File: src/rtl/if_fetch_unit.sv
// Instruction-fetch stage: PC generation, synchronous ROM reads and a small
// instruction/PC buffer presented to ID over valid/ready, with redirect flush.
module if_fetch_unit #(
    parameter int unsigned         PC_WIDTH   = 32,
    parameter int unsigned         INST_WIDTH = 32,
    parameter int unsigned         PC_STEP    = 4,
    parameter logic [PC_WIDTH-1:0] RESET_PC   = '0,
    parameter int unsigned         FIFO_DEPTH = 2
) (
    input  logic                              clk,
    input  logic                              rst,
    input  logic                              redirect,
    input  logic [PC_WIDTH-1:0]               redirect_pc,
    output logic                              rom_ce,
    output logic [PC_WIDTH-1:0]               rom_addr,
    input  logic [INST_WIDTH-1:0]             rom_data,
    output logic                              id_valid,
    input  logic                              id_ready,
    output logic [INST_WIDTH-1:0]             id_inst,
    output logic [PC_WIDTH-1:0]               id_pc,
    output logic [$clog2(FIFO_DEPTH+1)-1:0]   fifo_count
);

    localparam int unsigned CW = $clog2(FIFO_DEPTH + 1);
    localparam int unsigned PW = $clog2(FIFO_DEPTH);

    logic [PC_WIDTH-1:0]   pc;
    logic                  inflight;
    logic [PC_WIDTH-1:0]   inflight_pc;
    logic [INST_WIDTH-1:0] fifo_inst [FIFO_DEPTH];
    logic [PC_WIDTH-1:0]   fifo_pc   [FIFO_DEPTH];
    logic [PW-1:0]         rd_ptr;
    logic [PW-1:0]         wr_ptr;
    logic [CW-1:0]         count;

    logic                  pop;
    logic                  push;
    logic                  issue;
    logic [CW:0]           credits_used;

    // A fetch may issue only if its response is guaranteed a FIFO slot,
    // counting the outstanding response and any slot freed this cycle.
    always_comb begin
        id_valid     = (count != '0) && !redirect;
        pop          = id_valid && id_ready;
        push         = inflight && !redirect;
        credits_used = {1'b0, count} + {{CW{1'b0}}, inflight} - {{CW{1'b0}}, pop};
        issue        = rst && !redirect && (credits_used < (CW+1)'(FIFO_DEPTH));
    end

    assign rom_ce     = issue;
    assign rom_addr   = pc;
    assign id_inst    = fifo_inst[rd_ptr];
    assign id_pc      = fifo_pc[rd_ptr];
    assign fifo_count = count;

    always_ff @(posedge clk or negedge rst) begin
        if (!rst) begin
            pc          <= RESET_PC;
            inflight    <= 1'b0;
            inflight_pc <= '0;
            rd_ptr      <= '0;
            wr_ptr      <= '0;
            count       <= '0;
            for (int unsigned i = 0; i < FIFO_DEPTH; i++) begin
                fifo_inst[i] <= '0;
                fifo_pc[i]   <= '0;
            end
        end else if (redirect) begin
            // Flush: buffered and in-flight work is dropped, contents left stale.
            pc       <= redirect_pc;
            inflight <= 1'b0;
            rd_ptr   <= '0;
            wr_ptr   <= '0;
            count    <= '0;
        end else begin
            if (issue) begin
                pc <= pc + PC_WIDTH'(PC_STEP);
            end
            inflight    <= issue;
            inflight_pc <= pc;
            if (push) begin
                fifo_inst[wr_ptr] <= rom_data;
                fifo_pc[wr_ptr]   <= inflight_pc;
                wr_ptr            <= wr_ptr + 1'b1;
            end
            if (pop) begin
                rd_ptr <= rd_ptr + 1'b1;
            end
            if (push && !pop) begin
                count <= count + 1'b1;
            end else if (pop && !push) begin
                count <= count - 1'b1;
            end
        end
    end

endmodule
File: config.mk
export PLATFORM = sky130hd
export DESIGN_NAME = if_fetch_unit
export DESIGN_NICKNAME = d
export VERILOG_FILES = /design/src/rtl/if_fetch_unit.sv
export SDC_FILE = /design/constraint.sdc
export NUM_CORES = 1
export LEC_CHECK = 0
export ABC_CLOCK_PERIOD_IN_PS = 11650
export CAP_MARGIN = 25
export CORE_UTILIZATION = 56
export DETAILED_ROUTE_END_ITERATION = 8
export PLACE_DENSITY = 0.89
export SYNTH_ARGS = -nofsm -noshare
export SYNTH_HDL_FRONTEND = slang
export SYNTH_SLANG_ARGS = --single-unit
File: constraint.sdc
create_clock -name clk -period 11.65 [get_ports clk]
set_input_delay 2.9125 -clock clk [delete_from_list [all_inputs] [get_ports clk]]
set_output_delay 2.9125 -clock clk [all_outputs]
set_load 0.05 [all_outputs]
# After elaboration in Yosys (flattened, before gate mapping)

Cells that the tools add are included.

Output and inout bits: 100
Register bits: 197
Input port bits: 68
Latch bits: 0
Memory bits (writable): 0
Bits in read-only memories: 0
Memories kept: 0
Logic and storage cells: 61

Shifts and indexed selects: 0
Reductions and logical operators: 17
Bitwise operators: 3
Equality and inequality tests: 0
$lt $le $gt $ge: 4
Multiplexer cells: 20
$add $sub $neg: 7
Multiply operators: 0
Divide/modulo/power cells: 0

Operators with widths:

| kind                                                       | count |
|---|---|
| 2-to-1 mux 32 bit                                          | 9 |
| bitwise mux 64 bit                                         | 2 |
| adder 32 x 3 -> 32 bit, second input constant              | 1 |
| demux 32 bit (select 1 bit)                                | 1 |
| logical AND 1 bit                                          | 8 |
| nonzero test 2 bit                                         | 4 |
| 2-to-1 mux 2 bit                                           | 3 |
| 2-to-1 mux 1 bit                                           | 5 |
| greater-or-equal comparator 2 bit, second input constant   | 2 |
| NOT 1 -> 2 bit                                             | 2 |
| adder 2 x 1 -> 3 bit                                       | 1 |
| zero test 1 bit                                            | 3 |
| less-than comparator 3 x 2 -> 1 bit, second input constant | 1 |
| nonzero test 3 bit                                         | 1 |
| subtractor 3 x 1 -> 3 bit                                  | 1 |
| adder 1 bit, second input constant                         | 2 |
| adder 2 x 1 -> 2 bit, second input constant                | 1 |
| less-than comparator 2 x 1 -> 1 bit, second input constant | 1 |
| AND reduction 2 bit                                        | 1 |
| subtractor 2 x 1 -> 2 bit, second input constant           | 1 |
| NOT 1 bit                                                  | 1 |

# Depth between registers and ports, before layout

Depth after elaboration: 8
Mapped depth: 16
Gate-level depth less buffers: 12

# Worst setup path before layout

Ideal clock, no wire load.

Path kind: input-to-output
From: input redirect
To: output rom_ce
Arrival: 5947 ps
Path slack: 2791 ps
Stages: 13
Buffers on the path: 5
Required time: 8738 ps
Path through: buf_6 clkbuf_1 nor2_1 and2_1 ha_1 nand2b_1 fa_1 nand3b_4 or2_1 buf_2 inv_2 buf_6 buf_4

Longest elaborated chain between the ends: 6
Elaborated cells between the ends (all ways): 7
Classes of those cells: add/sub: 1; order compare: 1; reduce/logical: 5

Ends and longest elaborated chain:

| what                                | line | text |
|---|---|---|
| from (decl)                         | 12   | `input logic redirect,` |
| zero test 1 bit                     | 44   | `id_valid = (count != '0) && !redirect;` |
| logical AND 1 bit                   | 44   |  |
| via id_valid                        | 17   | `output logic id_valid,` |
| logical AND 1 bit                   | 45   | `pop = id_valid && id_ready;` |
| subtractor 3 x 1 -> 3 bit           | 47   | `credits_used = {1'b0, count} + {{CW{1'b0}}, inflight} - {{CW{1'b0}}, pop};` |
| less-than comparator 3 x 2 -> 1 bit | 48   | `issue = rst && !redirect && (credits_used < (CW+1)'(FIFO_DEPTH));` |
| logical AND 1 bit                   | 48   |  |
| to (decl)                           | 14   | `output logic rom_ce,` |

The timed path passes the listed nets, and every way through them passes these cells.

# Worst setup path in the final report

From: input id_ready
To: output rom_ce

Longest elaborated chain between the ends: 4

Ends and longest elaborated chain:

| what                                | line | text |
|---|---|---|
| from (decl)                         | 18   | `input logic id_ready,` |
| logical AND 1 bit                   | 45   |  |
| subtractor 3 x 1 -> 3 bit           | 47   |  |
| less-than comparator 3 x 2 -> 1 bit | 48   |  |
| logical AND 1 bit                   | 48   |  |

Every way passes these cells.

==> impl_metrics.toml <==
[detailed_routing]
wire_per_inst_um = 19.3
dr.pass1.iters = 5
vias = 5896
drc_errors = 0
viasPerCell = 5.66
drt_iter0_drc = 402
antenna_left = 0
wirelength_mm = 20.1

[synth]
syn_area_sq_um = 8810
synth_simple_gate_area_share_pct = 7.70
synth_top_family_by_area = "multiplexers"
syn-num-nets = 731
yosys_warnings = 0
synth_compound_area_share_pct = 3.45
synth.distinct_cells = 53
synth-seq-cells = 197
ys_seq_area_share_pct = 56.0
syn_avg_cell_area_sq_um = 13.3
synth-edff-count = 0
synthCells = 660
synth_xor_area_share_pct = 1.69
ys.flop_type = "dfrtp_1"
synth_async_sr_flop_share_pct = 100
synth_mux_area_share_pct = 28.5
synthAdderAreaFrac_pct = 0.512

[critical_path]
crit_type = "in -> out"
worst_setup_path_end_kind = "output port"
rr_startpoint = "fifo_count[1]"
worstPathMaxFanout = 21
start_kind = "input port"
endpoint = "rom_ce"
reg2reg_depth = 12
reg2reg_setup_slack_ns = 7.74
worstSetupStartpoint = "id_ready"
worstReg2RegEnd = "rom_addr[30]"
critPathRequiredTime_ns = 8.74
crit_arrival_ns = 6.50

[timing]
fin_tns_setup_ns = 0
min_period_ns = 9.41
maxSlewHeadroom_pct = 38.3
grt_setup_unrepaired = "false"
timing.hold.ws_ns = 0.484
setup_violations = 0
min_period_over_period_pct = 80.8
hold_viol = 0
skew_ns = 0.00667
max_freq_mhz = 106
drv_slew = 0
worst_pin_slew_ns = 0.925

[placed_design]
place.gp.congestion = 0.811
numPortBuffers = 167
hpwl_mm = 13.2

[clock_tree]
cts_root_buf = "clkbuf_16"
clk_latency_ns = 0.43
htreeDepth = 4
numCtsBuffers = 17
clock_sinks = 197
cts_hold_buf = 0
clock_path_buffers = 2
cts_resized = 0
post_cts_buffers = 0
cts.clk_slew.worst_paths_ns = 0.06
cts_tree = "yes"

[floorplanning]
initial_core_util_pct = 57.7
core_sq_um = 15300
die_h_um = 127
die_area_sq_um = 16200
rows = 45
die_w_um = 127
ios = 168

[global_route]
track_usage_pct = 25.8
antenna_found_initial = 1
grt_pass1_wl_mm = 32.3
grt_max_degree = 119
overflow = 0
grt_pass1_vias = 6298

[run_status]
status = "completed"

[pwr]
p_leak_uw = 0.00481
power.density_nw_per_um2 = 215
ir_worst_vdd_mv = 0.136

[min_path]
hp-start = "fifo_inst[37]"
min_path_type = "reg -> reg"

[cells_and_area]
finalNetCount = 888
nFillCells = 984
drive_gt1_share_pct = 30.9
syn_to_final_growth_pct = 28.2

[flow_run]
cap_violations = 0
==> routing by layer <==
metal | part of all wire, % | GRT usage [%] | routed length, um | vias to the layer above
met4 | 1.8 | 9.80 | 368 | 0
met5 | 0 | 0 | 0 | -
met2 | 50 | 43.5 | 10000 | 219
met3 | 6.6 | 6.62 | 1320 | 33
met1 | 42 | 32.2 | 8370 | 2984
li1 | - | - | - | 2660
==> registers in the layout, indices dropped and copies added, names as in the netlist <==
signal and count:
fifo_inst 64, fifo_pc 64, inflight_pc 32, rom_addr 32, fifo_count 2, inflight 1, rd_ptr 1, wr_ptr 1
==> synth_stat cells (2+ instances only) <==
library cell	count	area (sq um)
and2_1	3	18.8
or3_1	4	25.0
nand3_1	13	65.1
a31oi_1	5	31.3
nor2_1	18	67.6
o21ai_0	23	115
nand4_1	12	75.1
a21oi_1	4	20.0
mux2i_1	4	40.0
a221o_1	2	20.0
dfrtp_1	197	4930
nor3_1	5	25.0
o21ai_1	3	15.0
mux2_2	206	2320
nor4_1	2	12.5
a32oi_1	2	17.5
clkbuf_1	24	90.1
o211ai_1	3	22.5
buf_2	8	40.0
nand3_2	2	20.0
inv_1	7	26.3
xnor2_1	8	70.1
nand2_1	52	195
mux2_1	13	146
xor2_1	9	78.8
buf_6	2	22.5
and3_1	2	12.5
ha_1	2	25.0
==> stage by stage <==
stage / cell area (sq um) / utilization (%) / total power, uW / worst slack [ns] / instances
floorplan: 8810 / - / 1550 / 2.79 / 660
global placement: 10600 / 69.6 / 1800 / 2.37 / 1006
detailed placement: 10700 / 69.8 / 1840 / 2.28 / 1008
CTS: 11300 / 73.8 / 2440 / 2.26 / 1039
global route: 11300 / 74.0 / 2530 / 2.11 / 1040
finish: 11300 / 74.0 / 2430 / 2.24 / 1041
==> cell usage in the layout, fill, tap and decap left out, types with 3 or more instances in the layout <==
cell type          n
clkbuf_8           4
xor2_1             9
nand3_1           12
dfrtp_1          196
buf_4              4
bufinv_16          3
mux2_1            13
o21ai_0           23
clkdlybuf4s50_1  165
mux2i_1            4
mux2_2           206
o21ai_1            3
nand2_1           52
o211ai_1           3
clkbuf_16         17
or3_1              4
and2_1             3
clkbuf_1           3
a21oi_1            4
xnor2_1            8
a31oi_1            5
nor3_1             5
nand4_1           12
nor2_1            18
inv_1              7
==> power by group <==
group | leakage (uW) | total (uW) | internal, uW | switching [uW]
Combinational | 0.00209 | 860 | 365 | 494
Clock | 0.000289 | 597 | 354 | 244
Sequential | 0.00244 | 970 | 862 | 108
Total | 0.00481 | 2430 | 1580 | 846
==> critical path, cell delays in order <==
cell,delay (ns)
clkdlybuf4s50_1,0.54
and2_1,0.19
ha_1,0.24
nand2b_1,0.15
fa_1,0.54
nand3b_4,0.09
or2_1,0.49
inv_2,0.44
clkdlybuf4s50_1,0.89
==> how the worst min path moves through the flow <==
stage	slack (ns)	cells after the start	to
6_report	0.48	1	fifo_inst[37]
5_1_grt	0.50	1	fifo_inst[47]
4_1_cts	0.49	1	fifo_inst[37]
3_5_place_dp	0.47	1	fifo_inst[37]
3_3_place_gp	0.46	1	fifo_inst[49]
2_1_floorplan	0.45	1	fifo_inst[37]
==> logic make-up after synthesis <==
group	Yosys count
and+or+nand+nor	127
muxes	223
DFF	197
xor gates and xnor gates	17
adders and majority gates	3
buffers and inverters	44
AOI/OAI and AO/OA	49
==> layout make-up <==
type                       instances  area, sq um  share of cell area [%]
timing repair buffer             174         1760                    15.6
clock buffer                      23          478                    4.23
inverter                           8         30.0                   0.266
tap                              211          264                    2.34
clock inverter                     8          124                    1.10
antenna                            1         2.50                  0.0222
multi-input combinational        419         3690                    32.7
sequential                       197         4930                    43.7
Power figures use the tool's default switching activity.
